<file path="config.mk">
export PLATFORM = sky130hd
export DESIGN_NAME = pipe_hazard_ctrl
export DESIGN_NICKNAME = d
export VERILOG_FILES = /design/src/rtl/pipe_hazard_ctrl.sv
export SDC_FILE = /design/constraint.sdc
export NUM_CORES = 1
export LEC_CHECK = 0
export CAP_MARGIN = 15
export CORE_MARGIN = 2
export CORE_UTILIZATION = 51
export DETAILED_ROUTE_END_ITERATION = 16
export PLACE_DENSITY = 0.87
export SLEW_MARGIN = 40
export SYNTH_ARGS = -nofsm -noshare
export SYNTH_HDL_FRONTEND = slang
export SYNTH_SLANG_ARGS = --single-unit
export TNS_END_PERCENT = 30
</file>
<file path="constraint.sdc">
create_clock -name clk -period 3.18 [get_ports clk]
set_input_delay 0.636 -clock clk [delete_from_list [all_inputs] [get_ports clk]]
set_output_delay 0.636 -clock clk [all_outputs]
set_load 0.02 [all_outputs]
</file>
<file path="src/rtl/pipe_hazard_ctrl.sv">
// In-order pipeline hazard and debug controller: a 3-slot destination scoreboard
// detects RAW hazards at ID, and a RUN/HALTING/HALTED/STEP machine gates issue.
module pipe_hazard_ctrl (
    input  logic        clk,
    input  logic        reset,
    input  logic        id_valid,
    input  logic [4:0]  id_rs,
    input  logic [4:0]  id_rt,
    input  logic [4:0]  id_rd,
    input  logic        id_regwrite,
    input  logic        halt_req,
    input  logic        step_req,
    input  logic        resume_req,
    output logic        pc_en,
    output logic        ifid_en,
    output logic        idex_bubble,
    output logic        hazard,
    output logic [1:0]  state,
    output logic [2:0]  inflight,
    output logic [15:0] stall_cnt,
    output logic [31:0] issue_cnt
);

    localparam int unsigned REG_W   = 5;
    localparam int unsigned STALL_W = 16;
    localparam int unsigned ISSUE_W = 32;

    typedef enum logic [1:0] {
        ST_RUN     = 2'd0,
        ST_HALTING = 2'd1,
        ST_HALTED  = 2'd2,
        ST_STEP    = 2'd3
    } state_e;

    typedef struct packed {
        logic             valid;
        logic [REG_W-1:0] rd;
    } slot_t;

    state_e               state_q, state_d;
    slot_t                ex_q, ex_d;
    slot_t                mem_q, mem_d;
    slot_t                wb_q, wb_d;
    logic [STALL_W-1:0]   stall_cnt_q, stall_cnt_d;
    logic [ISSUE_W-1:0]   issue_cnt_q, issue_cnt_d;

    logic                 hazard_c;
    logic                 can_issue_c;
    logic                 issue_c;
    logic                 inflight_empty_c;
    logic                 stall_state_c;

    function automatic logic slot_hit(input slot_t s, input logic [REG_W-1:0] rs,
                                      input logic [REG_W-1:0] rt);
        return s.valid && ((s.rd == rs) || (s.rd == rt));
    endfunction

    // RAW check against all three pending writes; WB still counts because the
    // register file is written only at the edge that closes the WB cycle.
    always_comb begin
        hazard_c = 1'b0;
        if (!reset && id_valid) begin
            hazard_c = slot_hit(ex_q, id_rs, id_rt)
                     | slot_hit(mem_q, id_rs, id_rt)
                     | slot_hit(wb_q, id_rs, id_rt);
        end
    end

    // Issue permission: RUN unless a halt is being requested, or a pending single step.
    always_comb begin
        can_issue_c = 1'b0;
        case (state_q)
            ST_RUN:  can_issue_c = ~halt_req;
            ST_STEP: can_issue_c = 1'b1;
            default: can_issue_c = 1'b0;
        endcase
        issue_c          = can_issue_c & ~hazard_c & ~reset;
        inflight_empty_c = ~(ex_q.valid | mem_q.valid | wb_q.valid);
        stall_state_c    = (state_q == ST_RUN) || (state_q == ST_STEP);
    end

    // State register
    always_ff @(posedge clk) begin
        if (reset) begin
            state_q <= ST_RUN;
        end else begin
            state_q <= state_d;
        end
    end

    // Next-state logic
    always_comb begin
        state_d = state_q;
        case (state_q)
            ST_RUN: begin
                if (halt_req) state_d = ST_HALTING;
            end
            ST_HALTING: begin
                if (inflight_empty_c) state_d = ST_HALTED;
            end
            ST_HALTED: begin
                if (resume_req)    state_d = ST_RUN;
                else if (step_req) state_d = ST_STEP;
            end
            ST_STEP: begin
                if (issue_c) state_d = ST_HALTING;
            end
            default: state_d = ST_RUN;
        endcase
    end

    // Pipeline control outputs
    always_comb begin
        pc_en       = issue_c;
        ifid_en     = issue_c;
        idex_bubble = ~issue_c;
        hazard      = hazard_c;
    end

    // Scoreboard shift and counters
    always_comb begin
        ex_d = '0;
        if (issue_c) begin
            ex_d.valid = id_valid & id_regwrite & (id_rd != '0);
            ex_d.rd    = id_rd;
        end
        mem_d = ex_q;
        wb_d  = mem_q;

        stall_cnt_d = stall_cnt_q;
        if (hazard_c && stall_state_c && (stall_cnt_q != '1)) begin
            stall_cnt_d = stall_cnt_q + STALL_W'(1);
        end

        issue_cnt_d = issue_cnt_q;
        if (issue_c && id_valid) begin
            issue_cnt_d = issue_cnt_q + ISSUE_W'(1);
        end
    end

    always_ff @(posedge clk) begin
        if (reset) begin
            ex_q        <= '0;
            mem_q       <= '0;
            wb_q        <= '0;
            stall_cnt_q <= '0;
            issue_cnt_q <= '0;
        end else begin
            ex_q        <= ex_d;
            mem_q       <= mem_d;
            wb_q        <= wb_d;
            stall_cnt_q <= stall_cnt_d;
            issue_cnt_q <= issue_cnt_d;
        end
    end

    assign state     = state_q;
    assign inflight  = {wb_q.valid, mem_q.valid, ex_q.valid};
    assign stall_cnt = stall_cnt_q;
    assign issue_cnt = issue_cnt_q;

endmodule

</file>
---- Word-level counts from Yosys, hierarchy flattened ----
Cells that the tools add are included.
storage, ports and cells
  register bits ........................... 68
  bits in latches ......................... 0
  RAM bits ................................ 0
  bits in read-only memories .............. 0
  output and inout bits ................... 57
  logic and storage cells ................. 61
  memories kept ........................... 0
operators by class
  add/subtract/negate cells ............... 2
  multipliers ............................. 0
  div/mod/pow operators ................... 0
  magnitude comparators ................... 0
  equal/unequal tests ..................... 14
  shift-type cells ........................ 0
  multiplexer cells ....................... 8
  bitwise operators ....................... 12
  reductions and logical operators ........ 16
operator list
  kind                                           count
  adder 32 x 1 -> 32 bit, second input constant  1
  == test 5 bit                                  6
  adder 16 x 1 -> 16 bit, second input constant  1
  != test 16 bit, second input constant          1
  two-way mux 2 bit                              5
  one-hot mux 2 bit (4 select lines)             1
  logical AND 1 bit                              7
  != test 2 bit, second input constant           3
  nonzero test 5 bit                             1
  bitwise AND 1 bit                              4
  == test 2 bit, second input constant           2
  logical OR 1 bit                               4
  inverter 1 bit                                 4
  OR 1 bit                                       4
  AND reduction 4 bit                            1
  != test 3 bit, second input constant           1
  == test 2 x 1 -> 1 bit, second input constant  1
  zero test 2 bit                                1
  one-hot mux 1 bit (2 select lines)             1
  OR reduction 2 bit                             1
  zero test 1 bit                                1
  two-way mux 1 bit                              1

---- Logic depth before layout (Yosys ltp) ----
Gate-level depths: netlist of run 1.
  word-level depth ........................ 11
  gate-level depth with buffers ........... 9
  gate-level depth less buffers ........... 8

---- Least setup slack after synthesis of run 1 ----
No wires, ideal clock.
  path type ............................... input port to output port
  start point ............................. input port id_rt[0]
  end point ............................... output port pc_en
  arrival ................................. 2.216 ns
  data required time ...................... 2.544 ns
  slack ................................... 0.328 ns
  cell stages on the path ................. 7
  path buffers ............................ 2
  cells stage by stage .................... xnor2_1 and2_1 a32oi_1 nand3_1 buf_2 a21oi_1 buf_4
between the ends
  word-level cells in the longest chain between the ends .. 9
  elaborated cells between the ends (all ways) .. 15
  classes of those cells .................. eq/ne (3); mux (1); bitwise (5); reduce/logical (6)
ends and longest elaborated chain
  what                                 line  RTL
  start, declared                      8     input logic [4:0] id_rt,
  == test 5 bit                        55    return s.valid && ((s.rd == rs) || (s.rd == rt));
  logical OR 1 bit                     55
  logical AND 1 bit                    55
  OR 1 bit                             64    | slot_hit(mem_q, id_rs, id_rt)
  OR 1 bit (*)                         65    | slot_hit(wb_q, id_rs, id_rt);
  two-way mux 1 bit (*)                62    if (!reset && id_valid) begin
  inverter 1 bit (*)                   77    issue_c = can_issue_c & ~hazard_c & ~reset;
  bitwise AND 1 bit (*) (2 in series)  77
  end, declared                        14    output logic pc_en,
Mark *: on every way between the ends. The rest lies on a longest branch, timed or not.

---- Final worst setup path of run 1 ----
  start point ............................. input port id_rs[0]
  end point ............................... output port idex_bubble
between the ends
  word-level cells in the longest chain between the ends .. 10
  elaborated cells between the ends (all ways) .. 16
  classes of those cells .................. eq/ne (3); mux (1); bitwise (6); reduce/logical (6)
ends and longest elaborated chain
  what                                 line  RTL
  start, declared                      7     input logic [4:0] id_rs,
  == test 5 bit                        55
  logical OR 1 bit                     55
  logical AND 1 bit                    55
  OR 1 bit                             64
  OR 1 bit (*)                         65
  two-way mux 1 bit (*)                62
  inverter 1 bit (*)                   77
  bitwise AND 1 bit (*) (2 in series)  77
  inverter 1 bit (no line) (*)         n/a
  end, declared                        16    output logic idex_bubble,
Marked as above.

==> results of run 1 <==
routing by layer:
| metal | vias up | GRT usage [%] | part of all wire, % |
|---|---|---|---|
| met3 | 19 | 4.36 | 4.9 |
| met2 | 133 | 44.0 | 50 |
| li1 | 1739 | - | - |
| met5 | - | 0 | 0 |
| met1 | 1691 | 31.4 | 43 |
| met4 | 0 | 8.53 | 2.0 |
Yosys cell counts, drive strengths merged:
| library cell | n |
|---|---|
| dfxtp | 68 |
| a21oi | 39 |
| nand2 | 34 |
| xnor2 | 22 |
| o21ai | 21 |
| o31ai | 20 |
| or4 | 18 |
| nand4 | 16 |
| nor2 | 16 |
| or3 | 16 |
| nor2b | 15 |
| nand3 | 14 |
| inv | 13 |
| buf | 10 |
| clkbuf | 9 |
| and2 | 8 |
| xor2 | 8 |
| nor4 | 7 |
| ha | 6 |
| nor3 | 6 |
| o41ai | 5 |
| o311ai | 4 |
| and3 | 3 |
| and4 | 3 |
| mux2 | 3 |
| o22ai | 3 |
| a21o | 2 |
| a31o | 2 |
| mux2i | 2 |
| nand2b | 2 |
| nor4b | 2 |
| o211ai | 2 |
| o22a | 2 |
| or2 | 2 |
| or4b | 2 |
| a32o | 1 |
| a32oi | 1 |
| and4b | 1 |
| clkinv | 1 |
| nand4b | 1 |
| o21a | 1 |
| o311a | 1 |
| o31a | 1 |
final timing paths:
check,cells after the start,from,to,slack (ns)
worst max-delay path,9,id_rs[0],idex_bubble,0.20
worst max register to register,8,state[0],issue_cnt[28],0.52
worst min-delay path,2,issue_cnt[31],issue_cnt[31],0.48
worst min register to register,2,issue_cnt[31],issue_cnt[31],0.48
cell usage in the layout (no fill, tap or decap), types with 3 or more instances in the layout:
| cell type | synthesis | layout |
|---|---|---|
| a21oi_1 | 39 | 38 |
| and2_1 | 8 | 8 |
| and3_1 | 3 | 3 |
| and4_1 | 3 | 3 |
| buf_4 | 5 | 28 |
| clkbuf_2 | 0 | 3 |
| clkbuf_8 | 0 | 9 |
| clkdlybuf4s50_1 | 0 | 73 |
| clkinv_2 | 0 | 3 |
| dfxtp_1 | 68 | 68 |
| ha_1 | 6 | 6 |
| inv_1 | 13 | 13 |
| mux2_2 | 3 | 3 |
| nand2_1 | 34 | 34 |
| nand3_1 | 14 | 14 |
| nand4_1 | 16 | 16 |
| nor2_1 | 16 | 16 |
| nor2b_1 | 15 | 15 |
| nor3_1 | 4 | 4 |
| nor4_1 | 6 | 4 |
| o21ai_0 | 21 | 21 |
| o311ai_0 | 4 | 4 |
| o31ai_1 | 19 | 19 |
| o41ai_1 | 5 | 5 |
| or3_1 | 16 | 16 |
| or4_1 | 18 | 18 |
| xnor2_1 | 22 | 22 |
| xor2_1 | 8 | 8 |
logic make-up (layout without fill, tap and decap cells):
| group | count (synthesis) | in the layout | share of synthesized area [%] |
|---|---|---|---|
| AOI/OAI and AO/OA | 105 | 105 | 18.9 |
| muxes | 5 | 5 | 1.52 |
| buffers and inverters | 33 | 135 | 4.17 |
| and+or+nand+nor | 166 | 166 | 27.4 |
| xor gates and xnor gates | 30 | 30 | 7.43 |
| DFF | 68 | 68 | 38.5 |
| adders and majority gates | 6 | 6 | 2.12 |
what timing repair did:
item | 4_1_cts | 5_1_grt
pin swaps | 1 | 2
buffers inserted | 0 | 2
resized for setup | 5 | 11
endpoints found under the setup margin | 4 | 4
registers in the layout, summed over array words and instances (netlist names):
name and cells:
stall_cnt 16, state 2, inflight 3, issue_cnt 32, mem_q 5, wb_q 5
ex_q 5
power by group through the flow:
| stage | Sequential (W) | Clock (W) | Combinational, W |
|---|---|---|---|
| global placement | 0.000907 | 0 | 0.000217 |
| finish | 0.000889 | 0.000601 | 0.000224 |
| CTS | 0.000889 | 0.000603 | 0.000222 |
| floorplan | 0.000911 | 0 | 0.000116 |
| detailed placement | 0.000908 | 0 | 0.000222 |
| global route | 0.000891 | 0.000642 | 0.000241 |
final cells by class:
class,count,area [um^2],share of cell area (%)
Multi-Input combinational cell,312,2070,43.9
Clock buffer,10,128,2.70
Timing Repair Buffer,106,973,20.6
Clock inverter,5,30.0,0.636
Sequential cell,68,1360,28.9
Inverter,14,52.6,1.11
Tap cell,80,100,2.12
worst reg2reg max path, delay by kind of cell (launching register included):
kind | cells | cell delay, ns
adders and majority gates | 1 | 0.39
and+or+nand+nor | 3 | 1.13
buffers and inverters | 2 | 0.31
DFF | 1 | 0.43
AOI/OAI and AO/OA | 2 | 0.32
per-stage QoR:
| step | TNS (ns) | util (%) |
|---|---|---|
| after global placement | -0.870 | 66.8 |
| after global routing | 0 | 69.8 |
| after detailed placement | -0.988 | 66.9 |
| final | 0 | 69.8 |
| after CTS | -0.221 | 69.4 |
| after floorplan | 0 | - |
==> flow_metrics.env, run 1 <==
export IMPL_slew_headroom_pct=59.2
export IMPL_n_antenna_cell=0
export IMPL_p_clk_share_pct=35.1
export IMPL_fin_skew_ns=0.00555
export IMPL_drive_above_1_share_pct=12.6
export IMPL_cts_tree="built"
export IMPL_crit_slowest_cell="clkdlybuf4s50_1"
export IMPL_die_x_um=87.3
export IMPL_grt_pass1_wl_mm=15.5
export IMPL_synth_cell_type_count=50
export IMPL_placed_area_mm2=0.00452
export IMPL_htreeDepth=3
export IMPL_fin_area_mm2=0.00472
export IMPL_ys_ff_latch=68
export IMPL_power_density_mw_per_mm2=363
export IMPL_num_nets_final=539
export IMPL_ant_nets=0
export IMPL_worstSkewPairLatency_ns=0.34
export IMPL_worst_slack_ns=0.195
export IMPL_worst_pin_slew_ns=0.610
export IMPL_ys_top_cells_by_area="dfxtp_1 (38%), a21oi_1 (5.5%), xnor2_1 (5.4%)"
export IMPL_port_buffers=78
export IMPL_worstSetupStartpointType="input port"
export IMPL_cts_made_buffers=9
export IMPL_syn_area_mm2=0.00354
export IMPL_cpPeakStageDelay_ns=0.43
export IMPL_syn_inst=413
export IMPL_dieArea_mm2=0.00762
export IMPL_switchingPower_w=0.000467
export IMPL_cts_sinks=68
export IMPL_gp_congestion=0.881
export IMPL_core_mm2=0.00676
export IMPL_worstPathArrival_ns=2.35
export IMPL_die_h_um=87.3
export IMPL_dpl_hpwl_mm=6.86
export IMPL_fp_row_count=30
export IMPL_fmax_mhz=335
export IMPL_antenna_found_initial=0
export IMPL_synth_top_cell_area_share_pct=38.5
export IMPL_rsz0062_at_grt="false"
export IMPL_dr_pass1_iters=5
export IMPL_synth_area_per_cell_um2=8.57
export IMPL_drt_iter0_markers=192
export IMPL_viasPerCell=6.02
export IMPL_switching_share_pct=27.3
export IMPL_holdBufCountCts=0
export IMPL_cts_max_path_buffers=2
export IMPL_crit_fanout=4
export IMPL_grt_max_degree=42
export IMPL_end_kind="output pin"
export IMPL_crit_required_ns=2.54
export IMPL_whs_ns=0.481
export IMPL_p_leak_nw=1.54
export IMPL_finalHoldViolations=0
export IMPL_grt_overflow=0
export IMPL_io_pins=79
export IMPL_post_place_cells=578
export IMPL_first_global_vias=3356
export IMPL_path_class="input port to output pin"
export IMPL_wire_per_inst_um=15.8
export IMPL_min_period_ns=2.98
export IMPL_hold_class="flip-flop to flip-flop"
export IMPL_p_int_w=0.00125
export IMPL_cap_violations=0
export IMPL_slew_viol_final=0
export IMPL_drcViolationCount=0
export IMPL_pre_cts_ws_ns=-0.259
export IMPL_final_cells=595
export IMPL_synth_top_area_cell="dfxtp_1"
export IMPL_nFillCells=534
export IMPL_setup_viol=0
export IMPL_finalCritPeriodShare_pct=93.9
export IMPL_grt_usage_pct=25.3
export IMPL_ir_drop_mv=0.231
export IMPL_finalPower_w=0.00171
export IMPL_start_util_pct=52.4
export IMPL_clkSlewWorstSetupHoldPaths_ns=0.07
export IMPL_area_delta_synth_final_pct=33.3
export IMPL_wirelength_mm=9.41
export IMPL_cts_root_buf="clkbuf_8"
export IMPL_path_delay_family="buffers and inverters"
export IMPL_synth_fp_nets=441
export IMPL_seq_area_frac_synth_pct=38.5
export IMPL_ys_warn_count=0
export IMPL_status="completed"
export IMPL_vias=3582
export IMPL_comb_power_share_pct=13.0
export IMPL_p_seq_share_pct=51.9
export IMPL_cp_cell_sequence="clkdlybuf4s50_1 -> buf_4 -> xnor2_1 -> nand4_1 -> o22a_1 -> nand3_1 -> a21oi_2 -> inv_1 -> clkbuf_2"
export IMPL_critPathBufInv=4
No activity file was read; power rests on OpenSTA's default activity.
==> inputs of run 2 (changes only) <==
==> constraint.sdc (replaced) <==
create_clock -name clk -period 3.18 [get_ports clk]
set_input_delay 0.477 -clock clk [delete_from_list [all_inputs] [get_ports clk]]
set_output_delay 0.477 -clock clk [all_outputs]
set_load 0.02 [all_outputs]
==> flow_metrics.env, run 2 (synthesis gave the netlist of run 1 again) <==
export IMPL_whs_endpoint="issue_cnt[31]"
export IMPL_area_delta_synth_final_pct=33.9
export IMPL_grt_usage_pct=26.1
export IMPL_io_pins=79
export IMPL_holdPathStages=2
export IMPL_crit_fanout=4
export IMPL_cts_made_buffers=9
export IMPL_n_antenna_cell=0
export IMPL_path_class="input port to output pin"
export IMPL_worstReg2RegEnd="issue_cnt[25]"
export IMPL_reg2regPathDepth=10
export IMPL_drcViolationCount=0
export IMPL_grt_max_degree=43
export IMPL_min_period_ns=3.13
export IMPL_worstPathArrival_ns=2.66
export IMPL_slew_headroom_pct=62.3
export IMPL_postCtsSetupRepairBufs=0
export IMPL_nFillCells=517
export IMPL_ir_drop_mv=0.222
export IMPL_worstSkewPairLatency_ns=0.35
export IMPL_port_buffers=78
export IMPL_vias=3559
export IMPL_wire_per_inst_um=16.4
export IMPL_grt_overflow=0
export IMPL_fp_row_count=30
export IMPL_wirelength_mm=9.61
export IMPL_num_nets_final=529
export IMPL_dr_pass1_iters=4
export IMPL_finalHoldViolations=0
export IMPL_utilization_pct=70.1
export IMPL_setup_viol=0
export IMPL_crit_required_ns=2.70
export IMPL_start_util_pct=52.4
export IMPL_cts_root_buf="clkbuf_8"
export IMPL_fin_skew_ns=0.00428
export IMPL_die_x_um=87.3
export IMPL_clkSlewWorstSetupHoldPaths_ns=0.07
export IMPL_rsz0062_at_grt="true"
export IMPL_r2r_start="state[0]"
export IMPL_ctsResizeCount=0
export IMPL_dpl_hpwl_mm=6.87
export IMPL_drive_above_1_share_pct=10.1
export IMPL_holdBufCountCts=0
export IMPL_cts_tree="built"
export IMPL_finalCritPeriodShare_pct=98.5
export IMPL_holdCritStartpoint="issue_cnt[31]"
export IMPL_slew_viol_final=0
export IMPL_grt_pass1_wl_mm=15.8
export IMPL_gp_congestion=0.980
export IMPL_rrSetupSlack_ns=0.43
export IMPL_worstSetupStartpointType="input port"
export IMPL_core_mm2=0.00676
export IMPL_final_common_cell="clkdlybuf4s50_1"
export IMPL_die_h_um=87.3
export IMPL_p_leak_nw=1.56
export IMPL_hold_class="flip-flop to flip-flop"
export IMPL_status="completed"
export IMPL_ant_nets=0
export IMPL_final_cell_mix="clkdlybuf4s50_1 (75), dfxtp_1 (68), a21oi_1 (38)"
export IMPL_worst_pin_slew_ns=0.560
export IMPL_fmax_mhz=319
export IMPL_cts_sinks=68
export IMPL_drt_iter0_markers=243
export IMPL_cts_max_path_buffers=2
export IMPL_power_density_mw_per_mm2=422
export IMPL_first_global_vias=3326
export IMPL_htreeDepth=3
export IMPL_dieArea_mm2=0.00762
export IMPL_whs_ns=0.495
export IMPL_end_kind="output pin"
export IMPL_antenna_found_initial=0
export IMPL_cap_violations=0
export IMPL_largest_reg_flops=32
export IMPL_viasPerCell=6.07
run 2: worst max path at each step:
stage / from / endpoint / slack [ns]
2_1_floorplan: state[0] / issue_cnt[18] / 0.60
3_3_place_gp: id_rt[1] / hazard / 0.07
3_5_place_dp: id_rs[1] / ifid_en / 0.02
4_1_cts: id_rs[1] / ifid_en / 0.02
5_1_grt: id_rt[2] / idex_bubble / -0.04
6_report: id_rs[1] / hazard / 0.05
run 2: layer usage:
layer | track usage (%) | up-vias | wire length (um)
met5 | 0 | - | 0
met4 | 10.6 | 0 | 187
met3 | 3.98 | 19 | 440
met2 | 45.1 | 107 | 4890
met1 | 32.3 | 1723 | 4090
li1 | - | 1710 | -
run 2: layout make-up:
cell class	instances	area (um^2)	area share (%)
multi-input combinational	312	2050	43.2
sequential	68	1360	28.7
timing repair buffer	96	928	19.6
clock buffer	12	155	3.27
tap	80	100	2.11
clock inverter	4	95.1	2.01
inverter	14	52.6	1.11
run 2: per-stage QoR:
stage | TNS [ns] | cells | worst slack, ns | power [W] | area (um^2)
after floorplan | 0 | 413 | 0.602 | 0.00103 | 3540
after global placement | 0 | 570 | 0.0666 | 0.00111 | 4470
after detailed placement | 0 | 570 | 0.0177 | 0.00112 | 4470
after CTS | 0 | 586 | 0.0199 | 0.00200 | 4720
after global routing | -0.0513 | 586 | -0.0373 | 0.00206 | 4740
final | 0 | 586 | 0.0463 | 0.00200 | 4740
run 2: worst max-delay path: stages:
cell and delay [ns]:
clkdlybuf4s50_1 0.57, xor2_1 0.22, nor4_2 0.08, a32o_2 0.33, o31ai_2 0.37, inv_1 0.07
clkdlybuf4s50_1 0.54
run 2: where the power goes:
group / internal (W) / switching, W
Sequential: 0.000867 / 0.0000218
Clock: 0.000563 / 0.000330
Combinational: 0.000101 / 0.000117
Total: 0.00153 / 0.000469
==> inputs of run 3 (changes only) <==
--- a/config.mk
+++ b/config.mk
@@ -9,7 +9,7 @@
 export CORE_MARGIN = 2
 export CORE_UTILIZATION = 51
 export DETAILED_ROUTE_END_ITERATION = 16
-export PLACE_DENSITY = 0.87
+export PLACE_DENSITY = 0.84
 export SLEW_MARGIN = 40
 export SYNTH_ARGS = -nofsm -noshare
 export SYNTH_HDL_FRONTEND = slang
==> flow_metrics.env, run 3 (synthesis gave the netlist of run 1 again) <==
export IMPL_status="completed"
export IMPL_finalCritPeriodShare_pct=97.4
export IMPL_area_delta_synth_final_pct=32.9
export IMPL_final_common_cell="clkdlybuf4s50_1"
export IMPL_final_cells=588
export IMPL_cts_tree="built"
export IMPL_wirelength_mm=9.36
export IMPL_cpMostUsedCell="clkdlybuf4s50_1"
export IMPL_grt_max_degree=29
export IMPL_cpPeakStageDelay_ns=0.59
export IMPL_worst_pin_slew_ns=0.577
export IMPL_power_density_mw_per_mm2=389
export IMPL_clkSlewWorstSetupHoldPaths_ns=0.07
export IMPL_worstSkewPairLatency_ns=0.35
export IMPL_fmax_mhz=323
export IMPL_grt_usage_pct=25.2
export IMPL_drcViolationCount=0
export IMPL_ant_nets=0
export IMPL_rsz0062_at_grt="false"
export IMPL_finalHoldViolations=0
export IMPL_fin_skew_ns=0.0119
export IMPL_crit_fanout=4
export IMPL_crit_required_ns=2.70
export IMPL_cts_root_buf="clkbuf_8"
export IMPL_cts_sinks=68
export IMPL_final_cell_mix="clkdlybuf4s50_1 (74), dfxtp_1 (67), a21oi_1 (39)"
export IMPL_cts_max_path_buffers=2
export IMPL_p_leak_nw=1.54
export IMPL_reg2regPathDepth=8
export IMPL_finalSetupTns_ns=0
export IMPL_num_nets_final=531
export IMPL_n_antenna_cell=0
export IMPL_fin_area_mm2=0.00470
export IMPL_post_place_cells=572
export IMPL_io_pins=79
export IMPL_finalPower_w=0.00183
export IMPL_drt_iter0_markers=202
export IMPL_ir_drop_mv=0.187
export IMPL_slew_headroom_pct=61.4
export IMPL_postCtsSetupRepairBufs=0
export IMPL_die_h_um=87.3
export IMPL_end_kind="output pin"
export IMPL_min_period_ns=3.10
export IMPL_die_x_um=87.3
export IMPL_drive_above_1_share_pct=10.4
export IMPL_holdBufCountCts=0
export IMPL_cap_violations=0
export IMPL_dieArea_mm2=0.00762
export IMPL_placed_area_mm2=0.00448
export IMPL_pre_cts_ws_ns=-0.0663
export IMPL_worst_slack_ns=0.0833
export IMPL_fp_row_count=30
export IMPL_wire_per_inst_um=15.9
export IMPL_cp_cell_sequence="clkdlybuf4s50_1 -> xor2_1 -> nor4_2 -> a32o_2 -> o31ai_2 -> inv_1 -> clkdlybuf4s50_1"
export IMPL_start_util_pct=52.4
export IMPL_setup_viol=0
export IMPL_path_class="input port to output pin"
export IMPL_grt_overflow=0
export IMPL_largest_reg_flops=32
export IMPL_antenna_found_initial=0
export IMPL_first_global_vias=3253
export IMPL_vias=3533
export IMPL_htreeDepth=3
export IMPL_crit_slowest_cell="clkdlybuf4s50_1"
export IMPL_hold_class="input port to flip-flop"
export IMPL_worstPathArrival_ns=2.62
export IMPL_holdPathStages=2
export IMPL_port_buffers=78
export IMPL_grt_pass1_wl_mm=15.3
export IMPL_dpl_hpwl_mm=6.65
export IMPL_dr_pass1_iters=5
export IMPL_viasPerCell=6.01
export IMPL_gp_congestion=0.920
export IMPL_core_mm2=0.00676
export IMPL_worstSetupStartpointType="input port"
export IMPL_cts_made_buffers=9
export IMPL_slew_viol_final=0
==> run 3: layer usage <==
| layer | vias to the layer above | global-route usage [%] | part of all wire [%] |
|---|---|---|---|
| met5 | - | 0 | 0 |
| met4 | 0 | 10.9 | 2.6 |
| met3 | 23 | 3.79 | 4.6 |
| met2 | 119 | 42.3 | 49 |
| met1 | 1671 | 32.1 | 44 |
| li1 | 1720 | - | - |
==> run 3: what timing repair did <==
item                                    4_1_cts  5_1_grt
pin swaps                                     0        0
endpoints found under the setup margin        1        2
hold endpoints to repair                      0        0
gates resized for setup                       4        3
==> run 3: power by group <==
group	leakage, nW	switching, W	internal (W)	total (W)
clock	0.100	0.000332	0.000383	0.000715
sequential	0.549	0.0000218	0.000868	0.000890
combinational	0.894	0.000119	0.000102	0.000222
total	1.54	0.000474	0.00135	0.00183
==> run 3: cell type report <==
| type | instances | area [um^2] |
|---|---|---|
| clock inverters | 4 | 48.8 |
| repair buffers | 98 | 942 |
| clock buffers | 12 | 145 |
| multi-input cells | 312 | 2050 |
| fillers | 537 | 2060 |
| flip-flops and latches | 68 | 1360 |
| inverters | 14 | 52.6 |
| well taps | 80 | 100 |
==> run 3: path summary, 6_finish.rpt <==
path / slack [ns] / startpoint / endpoint
min: 0.49 / reset / stall_cnt[7]
max: 0.08 / id_rt[4] / hazard
max reg2reg: 0.47 / state[0] / issue_cnt[28]
min reg2reg: 0.50 / issue_cnt[10] / issue_cnt[10]
==> run 3: worst max-delay path: cells and delay by family <==
family | cells | cell delay, ns
AO/OA/AOI/OAI | 2 | 0.43
AND/OR/NAND/NOR | 1 | 0.34
buffers and inverters | 3 | 1.16
XOR/XNOR | 1 | 0.21
==> run 3: metrics by stage <==
stage	hold WS, ns	utilization [%]
after floorplan	0.483	-
after global placement	0.467	66.3
after detailed placement	0.490	66.3
after CTS	0.482	69.5
after global routing	0.518	69.6
final	0.486	69.6
